### config.mk
export PLATFORM = sky130hd
export DESIGN_NAME = spmmio_stream_master
export DESIGN_NICKNAME = d
export VERILOG_FILES = /design/src/rtl/spmmio_pkg.sv /design/src/rtl/spmmio_tx_ser.sv /design/src/rtl/spmmio_stream_master.sv
export SDC_FILE = /design/constraint.sdc
export NUM_CORES = 1
export LEC_CHECK = 0
export BUFFER_PORTS_ARGS = -buffer_cell sky130_fd_sc_hd__buf_2
export CAP_MARGIN = 20
export CORE_MARGIN = 3
export CORE_UTILIZATION = 55
export DETAILED_ROUTE_END_ITERATION = 16
export MAX_ROUTING_LAYER = met4
export PLACE_DENSITY = 0.8
export SLEW_MARGIN = 5
export SYNTH_ARGS = -nofsm -noshare
export SYNTH_HDL_FRONTEND = slang
export SYNTH_SLANG_ARGS = --single-unit
### constraint.sdc
create_clock -name clk -period 5.5 [get_ports clk]
set_clock_uncertainty 0.2 [all_clocks]
set_input_delay 0.275 -clock clk [delete_from_list [all_inputs] [get_ports clk]]
set_output_delay 0.275 -clock clk [all_outputs]
set_load 0.01 [all_outputs]
### src/rtl/spmmio_pkg.sv
// Shared SPMMIO stream-master definitions: header field positions, widths, FSM states, response bytes.
package spmmio_pkg;

  localparam int ADR_W = 4;
  localparam int SEL_W = 4;
  localparam int DAT_W = 32;

  // Header byte fields, bit 0 = MSB
  localparam int HDR_WE     = 0;
  localparam int HDR_RSV_LO = 1;
  localparam int HDR_RSV_HI = 3;
  localparam int HDR_ADR_LO = 4;
  localparam int HDR_ADR_HI = 7;

  localparam logic [0:7] ACK_BYTE_DEF = 8'hA5;
  localparam logic [0:7] ERR_BYTE_DEF = 8'hEE;

  typedef enum logic [2:0] {
    ST_IDLE,
    ST_GET_SEL,
    ST_GET_DATA,
    ST_BUS,
    ST_RESP
  } state_t;

endpackage

### src/rtl/spmmio_tx_ser.sv
// Response serializer: loads a 32-bit word and emits 1 or 4 bytes MSB first on a valid/ready port.
// First byte valid one cycle after load; full rate under ready=1; byte held stable while stalled.
module spmmio_tx_ser
  import spmmio_pkg::*;
(
  input  logic             i_clk,
  input  logic             i_rst,
  input  logic             i_ld,
  input  logic [0:DAT_W-1] i_ld_dat,
  input  logic             i_ld_four,
  output logic [0:7]       o_tx_data,
  output logic             o_tx_valid,
  input  logic             i_tx_ready,
  output logic             o_done
);

  logic [0:DAT_W-1] r_buf;
  logic             r_have;
  logic [1:0]       r_rem;
  logic [0:7]       r_tx_data;
  logic             r_tx_valid;
  logic             w_xfer;

  assign w_xfer     = r_tx_valid && i_tx_ready;
  assign o_tx_data  = r_tx_data;
  assign o_tx_valid = r_tx_valid;
  assign o_done     = w_xfer && !r_have;

  // r_have: buffer still holds bytes not yet presented; r_rem: how many beyond the next one
  always_ff @(posedge i_clk or posedge i_rst) begin
    if (i_rst) begin
      r_buf      <= '0;
      r_have     <= 1'b0;
      r_rem      <= 2'd0;
      r_tx_data  <= '0;
      r_tx_valid <= 1'b0;
    end else if (i_ld) begin
      r_buf  <= i_ld_dat;
      r_have <= 1'b1;
      r_rem  <= i_ld_four ? 2'd3 : 2'd0;
    end else if (r_have && (!r_tx_valid || i_tx_ready)) begin
      r_tx_data  <= r_buf[0:7];
      r_buf      <= {r_buf[8:DAT_W-1], 8'h00};
      r_tx_valid <= 1'b1;
      if (r_rem == 2'd0) begin
        r_have <= 1'b0;
      end else begin
        r_rem <= r_rem - 2'd1;
      end
    end else if (w_xfer) begin
      r_tx_valid <= 1'b0;
    end
  end

endmodule

### src/rtl/spmmio_stream_master.sv
// Byte-stream to SPMMIO bus initiator: one cs cycle per frame, then a 1- or 4-byte response.
// Last frame byte at edge N -> cs in N..N+1 -> tx_valid after N+2; rx_ready low while a command is in flight.
module spmmio_stream_master
  import spmmio_pkg::*;
#(
  parameter logic [0:7] ACK_BYTE   = ACK_BYTE_DEF,
  parameter logic [0:7] ERR_BYTE   = ERR_BYTE_DEF,
  parameter int         RX_TIMEOUT = 1024
) (
  input  logic             clk,
  input  logic             reset,
  input  logic [0:7]       rx_data,
  input  logic             rx_valid,
  output logic             rx_ready,
  output logic [0:7]       tx_data,
  output logic             tx_valid,
  input  logic             tx_ready,
  output logic [0:ADR_W-1] adr,
  output logic             cs,
  output logic [0:SEL_W-1] sel,
  output logic             we,
  output logic [0:DAT_W-1] d,
  input  logic [0:DAT_W-1] q
);

  localparam int TOW = (RX_TIMEOUT > 2) ? $clog2(RX_TIMEOUT) : 1;
  localparam logic [TOW-1:0] TO_LAST = TOW'(RX_TIMEOUT - 1);

  state_t           r_state;
  state_t           w_state_nxt;
  logic             r_rdy_en;
  logic [TOW-1:0]   r_to_cnt;
  logic [1:0]       r_bcnt;
  logic [0:ADR_W-1] r_f_adr;
  logic [0:SEL_W-1] r_f_sel;
  logic [0:23]      r_f_d;
  logic             r_cs;
  logic             r_we;
  logic [0:ADR_W-1] r_adr;
  logic [0:SEL_W-1] r_sel;
  logic [0:DAT_W-1] r_d;

  logic             w_rx_acc;
  logic             w_hdr_bad;
  logic             w_in_get;
  logic             w_to_hit;
  logic             w_ld;
  logic             w_ld_four;
  logic [0:DAT_W-1] w_ld_dat;
  logic             w_ser_done;

  assign w_in_get  = (r_state == ST_GET_SEL) || (r_state == ST_GET_DATA);
  assign rx_ready  = r_rdy_en && ((r_state == ST_IDLE) || w_in_get);
  assign w_rx_acc  = rx_valid && rx_ready;
  assign w_hdr_bad = |rx_data[HDR_RSV_LO:HDR_RSV_HI];
  assign w_to_hit  = (RX_TIMEOUT != 0) && w_in_get && !w_rx_acc && (r_to_cnt == TO_LAST);

  assign cs  = r_cs;
  assign we  = r_we;
  assign adr = r_adr;
  assign sel = r_sel;
  assign d   = r_d;

  always_comb begin
    w_state_nxt = r_state;
    w_ld        = 1'b0;
    w_ld_four   = 1'b0;
    w_ld_dat    = '0;
    case (r_state)
      ST_IDLE: begin
        if (w_rx_acc) begin
          if (w_hdr_bad) begin
            w_state_nxt = ST_RESP;
            w_ld        = 1'b1;
            w_ld_dat    = {ERR_BYTE, 24'h000000};
          end else if (rx_data[HDR_WE]) begin
            w_state_nxt = ST_GET_SEL;
          end else begin
            w_state_nxt = ST_BUS;
          end
        end
      end
      ST_GET_SEL: begin
        if (w_rx_acc)      w_state_nxt = ST_GET_DATA;
        else if (w_to_hit) w_state_nxt = ST_IDLE;
      end
      ST_GET_DATA: begin
        if (w_rx_acc && (r_bcnt == 2'd3)) w_state_nxt = ST_BUS;
        else if (w_to_hit)                w_state_nxt = ST_IDLE;
      end
      ST_BUS: begin
        // q is only valid while cs is high, so the read word is captured at the end of this cycle
        w_state_nxt = ST_RESP;
        w_ld        = 1'b1;
        w_ld_four   = !r_we;
        w_ld_dat    = r_we ? {ACK_BYTE, 24'h000000} : q;
      end
      ST_RESP: begin
        if (w_ser_done) w_state_nxt = ST_IDLE;
      end
      default: w_state_nxt = ST_IDLE;
    endcase
  end

  always_ff @(posedge clk or posedge reset) begin
    if (reset) begin
      r_state  <= ST_IDLE;
      r_rdy_en <= 1'b0;
      r_to_cnt <= '0;
      r_bcnt   <= 2'd0;
      r_f_adr  <= '0;
      r_f_sel  <= '0;
      r_f_d    <= '0;
      r_cs     <= 1'b0;
      r_we     <= 1'b0;
      r_adr    <= '0;
      r_sel    <= '0;
      r_d      <= '0;
    end else begin
      r_state  <= w_state_nxt;
      r_rdy_en <= 1'b1;
      r_to_cnt <= (w_in_get && !w_rx_acc && !w_to_hit) ? r_to_cnt + TOW'(1) : '0;
      if ((r_state == ST_IDLE) && w_rx_acc) r_f_adr <= rx_data[HDR_ADR_LO:HDR_ADR_HI];
      if ((r_state == ST_GET_SEL) && w_rx_acc) begin
        r_f_sel <= rx_data[4:7];
        r_bcnt  <= 2'd0;
      end
      if ((r_state == ST_GET_DATA) && w_rx_acc) begin
        r_f_d  <= {r_f_d[8:23], rx_data};
        r_bcnt <= r_bcnt + 2'd1;
      end
      r_cs <= (w_state_nxt == ST_BUS);
      r_we <= (w_state_nxt == ST_BUS) && (r_state == ST_GET_DATA);
      if (w_state_nxt == ST_BUS) begin
        if (r_state == ST_GET_DATA) begin
          r_adr <= r_f_adr;
          r_sel <= r_f_sel;
          r_d   <= {r_f_d, rx_data};
        end else begin
          r_adr <= rx_data[HDR_ADR_LO:HDR_ADR_HI];
          r_sel <= '1;
          r_d   <= '0;
        end
      end
    end
  end

  spmmio_tx_ser u_tx_ser (
    .i_clk      (clk),
    .i_rst      (reset),
    .i_ld       (w_ld),
    .i_ld_dat   (w_ld_dat),
    .i_ld_four  (w_ld_four),
    .o_tx_data  (tx_data),
    .o_tx_valid (tx_valid),
    .i_tx_ready (tx_ready),
    .o_done     (w_ser_done)
  );

endmodule
==> out/metrics.cfg, run 1 <==
[critical_path]
cp_data_required_time_ns=5.71
critical_path_buf_inv_count=1
worst_path_max_delay_cell=nand2_2
path_max_fanout=33
cp_cell_sequence=ha_1 -> nand3_1 -> nor3_1 -> o221ai_4 -> nand2_2 -> inv_2 -> o22a_1
path_class=flop to flop
reg2reg_slack_ns=2.72
cp.arrival_ns=2.98
end_kind=flop
startpoint_type=flop
crit_family=simple AND/OR/NAND/NOR gates
cp_slowest_stage_delay_ns=0.56

[synth]
synth-edff-count=0
synthSimpleGateAreaFrac=0.0848
ys.flop_type=dfrtp_1
async_reset_ff_frac=1.00
syn-num-nets=479
synthMuxAreaShare=0.0958
synthTopCellsByArea=dfrtp_1, mux2_2, a22o_1, a2bb2oi_1, nand2_1
synth_top_family_by_area=compound AO/OA/AOI/OAI gates
yosys_register_bits=134
yosysTopAreaCell=dfrtp_1
netlist.area_leader.share=0.616
avgSynthCellArea_um2=12.6
synth_most_common_cell=dfrtp_1
netlist_area_um2=5450
netlist_top_cells_count=dfrtp_1, a22o_1, nand2_1
synthXorXnorAreaFrac=0.0145
synth-compound-area-share=0.159
ys_warn_count=0
syn_inst=432
ys_seq_area_frac=0.616
synth_adder_area_share=0.00689
ys_types=43

[global_routing]
grt_antenna_before_repair=0
grt_pass1_vias=4183
grt_max_degree=89
grt_overflow_total=0
grt_pass1_wl_um=21600
track_usage=0.257

[power]
leakage_nw=3.49
comb_power_share=0.221
powerDensity_nw_per_um2=467
switchingPower_mw=0.981
ir_drop_mv=0.247
p_sw_frac=0.295
p_int_mw=2.34
power_frac_seq=0.427
clkPwrFrac=0.352

[timing]
setup_viol=0
hold_ws_ns=0.0150
rsz0062_at_grt=false
worst_slew_pin_slew_ns=1.07
hold_violations=0
min_period_ns=2.78
finalMaxSlewViolations=0
slew_headroom=0.287
fmax_mhz=360
timing.final.crit_share=0.505
finalSetupTns_ns=0

[drt]
wl_per_cell_um=18.4
dr.pass1.iters=5
drt.antenna.violating_nets=0
num_vias=4059
routed_wl_um=13200
drtIter0Drc=289
viasPerCell=5.68
drc=0

[status]
outcome=completed

[floorplanning]
fp.dieH_um=106
num_io_pins=96
initial_core_util=0.578
die_area_um2=11100
core_area_um2=9420
die_w_um=106
num_rows=35

[layout]
nets=619
postLayoutCellArea_um2=7110
antenna_cells=0
drive_above_1_share=0.311
synthToLayoutAreaGrowth_pct=30.6
final_core_util=0.755

[min_path]
min_path_type=input port to async pin

[clock_network]
numCtsBuffers=17
clk_pin_slew_ns=0.07
root_buffer=clkbuf_8
cts_tree=done
clkLatencyLatePin_ns=0.53
htreeDepth=4
clkSinkCount=134
clk_path_buf_depth=2

[placed_design]
gp_congestion=0.805
place_area_um2=6040
io_buffers=95
post-dp-hpwl_um=7550

[job]
drv_cap=0

==> placed cells by master, fill, tap and decap left out, types with 3 or more instances in the layout <==
cell type	instances
dfrtp_1	134
buf_2	95
dlygate4sd3_1	42
nand2_1	40
a22o_1	40
mux2_2	33
o21ai_0	26
a2bb2oi_1	18
nor2_1	17
clkbuf_16	16
a21oi_1	15
mux2_1	8
inv_1	6
mux2i_1	6
o22a_1	6
nand3_1	6
a31oi_1	5
xnor2_1	5
clkinv_4	5
or3_1	4
nor3_1	4
or2_2	4
xor2_1	4
nor2_2	3
ha_1	3
clkbuf_8	3
bufinv_16	3
==> worst register-to-register path, cell delays in order (launching register included) <==
cell      delay [ns]
dfrtp_1         0.40
ha_1            0.20
nand3_1         0.16
nor3_1          0.46
o221ai_4        0.23
nand2_2         0.56
inv_2           0.21
o22a_1          0.24
==> routing by layer <==
| metal | GRT usage | share of wire | up-vias |
|---|---|---|---|
| met2 | 0.401 | 0.50 | 145 |
| met4 | 0.102 | 0.026 | 0 |
| met1 | 0.326 | 0.42 | 2024 |
| met3 | 0.0674 | 0.052 | 34 |
| met5 | - | 0 | - |
| li1 | - | - | 1856 |
==> layout make-up <==
type | count | area [um^2]
Clock buffer | 20 | 445
Clock inverter | 12 | 168
Fill cell | 562 | 2300
Inverter | 8 | 32.5
Multi-Input combinational cell | 269 | 1970
Sequential cell | 134 | 3350
Tap cell | 129 | 161
Timing Repair Buffer | 142 | 981
==> flip-flops by register name, summed over array words and instances, names as in the netlist, 2 cells and up <==
name,count
u_tx_ser.r_buf,32
adr,4
r_bcnt,2
sel,4
r_to_cnt,10
u_tx_ser.r_rem,2
r_f_sel,4
u_tx_ser.o_tx_data,8
d,32
r_f_d,24
r_state,3
r_f_adr,4
==> logic make-up (layout without fill, tap and decap cells) <==
group	Yosys count	in the layout
xor gates and xnor gates	9	9
DFF	134	134
AOI/OAI and AO/OA	115	115
other	1	1
and+or+nand+nor	94	94
buffers and inverters	29	182
adders and majority gates	3	3
muxes	47	47
==> path summary, 6_finish.rpt <==
kind | from | to | depth (start not counted)
worst max-delay path | r_to_cnt[0]$_DFF_PP0_ | sel[3]$_DFFE_PP0N_ | 7
worst min-delay path | reset | d[6]$_DFFE_PP0N_ | 3
worst max register to register | r_to_cnt[0]$_DFF_PP0_ | sel[3]$_DFFE_PP0N_ | 7
worst min register to register | u_tx_ser.o_tx_data[0]$_DFFE_PP0P_ | u_tx_ser.o_tx_data[0]$_DFFE_PP0P_ | 1
max in group asynchronous | reset | u_tx_ser.r_rem[1]$_DFFE_PP0P_ | 5
min in group clk | rx_valid | r_state[1]$_DFF_PP0_ | 3
==> timing repair <==
action	4_1_cts	5_1_grt
setup endpoints to repair	0	0
buffers inserted	0	0
hold buffers	42	0
hold endpoints to repair	149	0
gates resized for setup	0	0
==> power groups by stage <==
stage | clock network [mW] | registers (mW) | logic, mW
CTS | 1.18 | 1.41 | 0.726
floorplan | 0 | 1.40 | 0.486
finish | 1.17 | 1.42 | 0.736
global route | 1.23 | 1.45 | 0.806
global placement | 0 | 1.40 | 0.669
detailed placement | 0 | 1.42 | 0.693
==> stage by stage <==
| step | cells | power, mW | setup WS (ns) |
|---|---|---|---|
| 4_1_cts | 712 | 3.31 | 2.74 |
| 3_3_place_gp | 637 | 2.07 | 2.91 |
| 6_report | 714 | 3.32 | 2.72 |
| 3_5_place_dp | 638 | 2.11 | 2.82 |
| 2_1_floorplan | 432 | 1.89 | 1.44 |
| 5_1_grt | 714 | 3.48 | 2.52 |
(Power assumes the default switching activity.)
==> run 2, diff against run 1 <==
==> constraint.sdc (replaced) <==
create_clock -name clk -period 2.6 [get_ports clk]
set_clock_uncertainty 0.2 [all_clocks]
set_input_delay 0.13 -clock clk [delete_from_list [all_inputs] [get_ports clk]]
set_output_delay 0.13 -clock clk [all_outputs]
set_load 0.01 [all_outputs]
==> out/metrics.cfg, run 2 (synthesis gave the netlist of run 1 again) <==
[floorplanning]
initial_core_util=0.578  ; unchanged
die_w_um=106  ; unchanged
num_io_pins=96  ; unchanged
core_area_um2=9420  ; unchanged
num_rows=35  ; unchanged
die_area_um2=11100  ; unchanged
fp.dieH_um=106  ; unchanged

[global_routing]
grt_pass1_vias=4139  ; -1.1%
track_usage=0.253  ; -0.00475
grt_max_degree=82  ; -7.9%
grt_overflow_total=0  ; unchanged
grt_pass1_wl_um=21500  ; -0.42%
grt_antenna_before_repair=0  ; unchanged

[clock_network]
htreeDepth=4  ; unchanged
cts_resized=0  ; unchanged
postCtsSetupRepairBufs=0  ; unchanged
numCtsBuffers=17  ; unchanged
clkLatencyLatePin_ns=0.51  ; -0.02 ns
hold_buffers=43  ; +2.4%
root_buffer=clkbuf_8
clk_path_buf_depth=2  ; unchanged
clk_pin_slew_ns=0.06  ; about the same
cts_tree=done
clkSinkCount=134  ; unchanged

[drt]
num_vias=4082  ; +0.57%
drt.antenna.violating_nets=0  ; unchanged
dr.pass1.iters=4  ; -1
drtIter0Drc=262  ; -9.3%
routed_wl_um=12800  ; -3.0%
wl_per_cell_um=17.6  ; -4.4%
viasPerCell=5.63  ; -0.96%
drc=0  ; unchanged

[layout]
final_cell_mix=dfrtp_1, buf_2, dlygate4sd3_1, nand2_1, a22o_1
drive_above_1_share=0.324  ; +0.0127
fin_cells=725  ; +1.5%
final_core_util=0.759  ; +0.00319
final_common_cell=dfrtp_1
postLayoutCellArea_um2=7140  ; +0.42%
nets=630  ; +1.8%
synthToLayoutAreaGrowth_pct=31.2
antenna_cells=0  ; unchanged

[critical_path]
crit_family=simple AND/OR/NAND/NOR gates
worst_path_max_delay_cell=or3_1
cp_data_required_time_ns=2.78  ; -2.93 ns
cp.arrival_ns=2.57  ; -0.41 ns
worstSetupStartpoint=r_state[1]$_DFF_PP0_
cp_slowest_stage_delay_ns=0.49  ; -0.07 ns
path_max_fanout=20  ; -39%
reg2reg_from=r_state[1]$_DFF_PP0_
startpoint_type=flop
end_kind=flop
path_class=flop to flop
critical_path_buf_inv_count=1  ; unchanged
cp_cell_sequence=nand3b_4 -> or3_1 -> o221ai_4 -> nand2_2 -> buf_4 -> a22o_1

[timing]
worst_slew_pin_slew_ns=0.636  ; -0.433 ns
fin_ws_ns=0.213  ; -2.51 ns
hold_violations=0  ; unchanged
hold_ws_ns=0.0690  ; +0.0539 ns
slew_headroom=0.576  ; +0.289
setup_viol=0  ; unchanged
fmax_mhz=419  ; +16%
timing.final.crit_share=0.918  ; +0.414
min_period_ns=2.39  ; -0.388 ns
finalSetupTns_ns=0  ; unchanged
rsz0062_at_grt=false
finalMaxSlewViolations=0  ; unchanged

[job]
drv_cap=0  ; unchanged

[power]
p_int_mw=4.81  ; +110%
totalPowerFinal_mw=6.89  ; +110%
clkPwrFrac=0.333  ; -0.019
powerDensity_nw_per_um2=964  ; +110%
leakage_nw=3.51  ; +0.55%
switchingPower_mw=2.08  ; +110%
power_frac_seq=0.435  ; +0.008
comb_power_share=0.232  ; +0.011
p_sw_frac=0.302  ; +0.00708
ir_drop_mv=0.534  ; +120%

[placed_design]
gp_congestion=0.845  ; +5.0%
io_buffers=95  ; unchanged
place_inst=650  ; +1.9%
post-dp-hpwl_um=8070  ; +6.9%
place_area_um2=6130  ; +1.6%
pre_cts_ws_ns=0.286  ; -2.53 ns

[status]
outcome=completed

[min_path]
min_path_type=input port to async pin

-- run 2: changes by cell type in the layout (fill, tap and decap cells not counted), sizes merged --
cell	delta
clkinv	-3
inv	+3
clkinvlp	+3
buf	+10
bufinv	-2
clkbuf	-1
dlygate4sd3	+1
-- run 2: layer usage --
metal	share of wire	up-vias	track usage	routed length (um)
met4	0.024	0	0.0786	306
met1	0.42	2037	0.332	5370
met5	0	-	-	0
li1	-	1869	-	-
met3	0.047	30	0.0514	601
met2	0.51	146	0.402	6480
-- run 2: cell type report --
type                    count  area [um^2]
flip-flops and latches    134         3350
fillers                   564         2270
multi-input cells         269         1970
repair buffers            153         1040
clock buffers              19          442
well taps                 129          161
clock inverters            13          138
inverters                   8         33.8
-- run 2: worst paths after layout --
kind / to / slack [ns] / cells after the start
min reg2reg: u_tx_ser.o_tx_data[6]$_DFFE_PP0P_ / 0.28 / 1
min in group clk: u_tx_ser.r_buf[30]$_DFFE_PP0P_ / 0.18 / 3
min: r_to_cnt[8]$_DFF_PP0_ / 0.07 / 4
max in group asynchronous: r_f_d[9]$_DFFE_PP0P_ / 1.74 / 4
max: d[31]$_DFFE_PP0N_ / 0.21 / 6
max reg2reg: d[31]$_DFFE_PP0N_ / 0.21 / 6
-- run 2: power groups by stage --
stage / clock network [mW] / registers, mW / logic (mW)
after CTS: 2.33 / 2.98 / 1.60
after detailed placement: 0 / 3.00 / 1.52
after global routing: 2.43 / 3.06 / 1.76
final: 2.29 / 3.00 / 1.60
after floorplan: 0 / 2.96 / 1.03
after global placement: 0 / 2.97 / 1.46
-- run 2: tightest hold or removal path, stage by stage --
cell	delay [ns]
dlygate4sd3_1	0.53
buf_2	0.13
clkinvlp_4	0.10
buf_12	0.26
==> run 3, diff against run 2 <==
--- a/config.mk
+++ b/config.mk
@@ -5,10 +5,11 @@
 export SDC_FILE = /design/constraint.sdc
 export NUM_CORES = 1
 export LEC_CHECK = 0
+export ABC_AREA = 1
 export BUFFER_PORTS_ARGS = -buffer_cell sky130_fd_sc_hd__buf_2
 export CAP_MARGIN = 20
 export CORE_MARGIN = 3
-export CORE_UTILIZATION = 55
+export CORE_UTILIZATION = 56
 export DETAILED_ROUTE_END_ITERATION = 16
 export MAX_ROUTING_LAYER = met4
 export PLACE_DENSITY = 0.8
==> out/metrics.cfg, run 3 <==
[layout]
final_cell_mix=nand2_1, dfrtp_1, buf_2, nand2_2, o21ai_0
nets=866  ; +37%
drive_above_1_share=0.276  ; -0.0483
antenna_cells=0  ; unchanged
synthToLayoutAreaGrowth_pct=28.7
fin_cells=967  ; +33%
fillers=675  ; +20%
final_common_cell=nand2_1
final_core_util=0.744  ; -0.0149

[timing]
timing.final.crit_share=0.979  ; +0.0611
hold_violations=0  ; unchanged
hold_ws_ns=0.150  ; +0.0808 ns
fmax_mhz=393  ; -6.2%
min_period_ns=2.55  ; +0.159 ns
setup_viol=0  ; unchanged
finalMaxSlewViolations=0  ; unchanged
worst_slew_pin_slew_ns=0.687  ; +0.0516 ns
slew_headroom=0.541  ; -0.0349
finalSetupTns_ns=0  ; unchanged
fin_ws_ns=0.0536  ; -0.159 ns

[placed_design]
place_inst=873  ; +34%
post-dp-hpwl_um=8230  ; +2.0%
pre_cts_ws_ns=0.296  ; +0.00987 ns
io_buffers=95  ; unchanged
gp_congestion=0.842  ; -0.40%

[critical_path]
crit_family=simple AND/OR/NAND/NOR gates
worstSetupStartpoint=r_state[1]$_DFF_PP0_
cp_cell_sequence=a21oi_4 -> nand3_4 -> nor2_8 -> nand2_4 -> nand2_8 -> nor2_8 -> nand2_1 -> nand2_1 -> dlygate4sd3_1
reg2reg_slack_ns=0.05  ; -0.16 ns
worstReg2RegEnd=u_tx_ser.r_buf[31]$_DFFE_PP0P_
cp.depth=9  ; +3
end_kind=flop
worst_path_max_delay_cell=dlygate4sd3_1
critical_path_buf_inv_count=1  ; unchanged
cp_data_required_time_ns=2.81  ; +0.03 ns
path_class=flop to flop
endpoint=u_tx_ser.r_buf[31]$_DFFE_PP0P_
reg2reg_depth=9  ; +3
reg2reg_from=r_state[1]$_DFF_PP0_
cp_slowest_stage_delay_ns=0.58  ; +0.09 ns
startpoint_type=flop
path_max_fanout=24  ; +20%
cp.arrival_ns=2.76  ; +0.19 ns

[min_path]
min_path_type=input port to async pin

[synth]
synth-edff-count=0  ; unchanged
ys_seq_area_frac=0.562  ; -0.0537
netlist.area_leader.share=0.562  ; -0.0537
ys.flop_type=dfrtp_1
netlist_top_cells_count=nand2_1, dfrtp_1, nand2_2
async_reset_ff_frac=1.00  ; unchanged
syn_inst=657  ; +52%
synth_most_common_cell=nand2_1
yosys_register_bits=134  ; unchanged
avgSynthCellArea_um2=9.08  ; -28%
netlist_area_um2=5970  ; +9.6%
synthTopCellsByArea=dfrtp_1, nand2_1, nand2_2, o21ai_0, inv_1
ys_types=42  ; -2.3%
ys_warn_count=0  ; unchanged
syn-num-nets=704  ; +47%
yosysTopAreaCell=dfrtp_1

[global_routing]
grt_pass1_vias=4926  ; +19%
grt_overflow_total=0  ; unchanged
grt_max_degree=135  ; +65%
grt_pass1_wl_um=23300  ; +8.2%
grt_antenna_before_repair=0  ; unchanged
track_usage=0.261  ; +0.00832

[power]
comb_power_share=0.351  ; +0.119
p_int_mw=5.60  ; +16%
powerDensity_nw_per_um2=1160  ; +21%
clkPwrFrac=0.247  ; -0.086
power_frac_seq=0.402  ; -0.033
p_sw_frac=0.373  ; +0.0708
ir_drop_mv=0.541  ; +1.3%
leakage_nw=4.06  ; +15%
switchingPower_mw=3.33  ; +60%

[drt]
viasPerCell=5.20  ; -7.7%
drt.antenna.violating_nets=0  ; unchanged
drtIter0Drc=318  ; +21%
routed_wl_um=14300  ; +12%
dr.pass1.iters=5  ; +1
num_vias=5028  ; +23%
drc=0  ; unchanged
wl_per_cell_um=14.8  ; -16%

[floorplanning]
core_area_um2=10300  ; +9.6%
num_io_pins=96  ; unchanged
num_rows=37  ; +5.7%
initial_core_util=0.578  ; about the same
die_w_um=109  ; +3.5%
die_area_um2=11900  ; +7.2%
fp.dieH_um=109  ; +3.5%

[clock_network]
clkLatencyLatePin_ns=0.53  ; +0.02 ns
clk_pin_slew_ns=0.06  ; about the same
root_buffer=clkbuf_8
clkSinkCount=134  ; unchanged
htreeDepth=4  ; unchanged
clk_path_buf_depth=2  ; unchanged
numCtsBuffers=17  ; unchanged
cts_tree=done

[job]
drv_cap=0  ; unchanged

[status]
outcome=completed

[run 3: logic make-up after synthesis]
kind of cell,share of synthesized area
other,0.000629
AOI/OAI and AO/OA,0.0778
adders and majority gates,0.00629
DFF,0.562
buffers and inverters,0.0673
xor gates and xnor gates,0.00294
and+or+nand+nor,0.283
[run 3: repair_timing]
item                                    4_1_cts  5_1_grt
endpoints found under the setup margin        0       10
buffers inserted                              0       10
hold buffers                                 53        0
resized for setup                             0        5
endpoints found under the hold margin       200        0
[run 3: tightest hold or removal path: cells and delay by family]
| kind | cells | cell delay, ns |
|---|---|---|
| buffers and inverters | 4 | 1.23 |
[run 3: stage by stage]
stage	cell area, um^2	power (mW)
3_5_place_dp	6520	6.38
3_3_place_gp	6520	6.21
4_1_cts	7580	8.80
5_1_grt	7680	9.56
2_1_floorplan	5970	5.53
6_report	7680	8.93
[run 3: how the worst min path moves through the flow]
| stage | startpoint | end | slack, ns |
|---|---|---|---|
| after floorplan | q[24] | u_tx_ser.r_buf[24]$_DFFE_PP0P_ | 0.05 |
| after global placement | q[31] | u_tx_ser.r_buf[31]$_DFFE_PP0P_ | 0.13 |
| after detailed placement | q[27] | u_tx_ser.r_buf[27]$_DFFE_PP0P_ | 0.14 |
| after CTS | q[4] | u_tx_ser.r_buf[4]$_DFFE_PP0P_ | 0.16 |
| after global routing | reset | u_tx_ser.r_buf[26]$_DFFE_PP0P_ | 0.19 |
| final | reset | u_tx_ser.r_buf[26]$_DFFE_PP0P_ | 0.15 |
[run 3: power by group through the flow]
stage	logic, mW	clock network, mW	registers (mW)
CTS	3.02	2.22	3.55
global placement	2.68	0	3.54
finish	3.13	2.21	3.59
detailed placement	2.81	0	3.57
floorplan	1.91	0	3.62
global route	3.55	2.33	3.68
[run 3: layout make-up]
cell class,instances,area (um^2),area share
multi-input cells,439,2230,0.290
flip-flops and latches,134,3350,0.437
inverters,65,251,0.0328
well taps,136,170,0.0222
clock inverters,10,108,0.0140
clock buffers,21,429,0.0559
repair buffers,162,1140,0.148
[run 3: per-layer routing]
| layer | track usage | vias to the layer above | routed length [um] |
|---|---|---|---|
| met5 | - | - | 0 |
| met4 | 0.105 | 0 | 476 |
| met3 | 0.0687 | 44 | 748 |
| met2 | 0.422 | 183 | 7290 |
| met1 | 0.314 | 2418 | 5760 |
| li1 | - | 2383 | - |
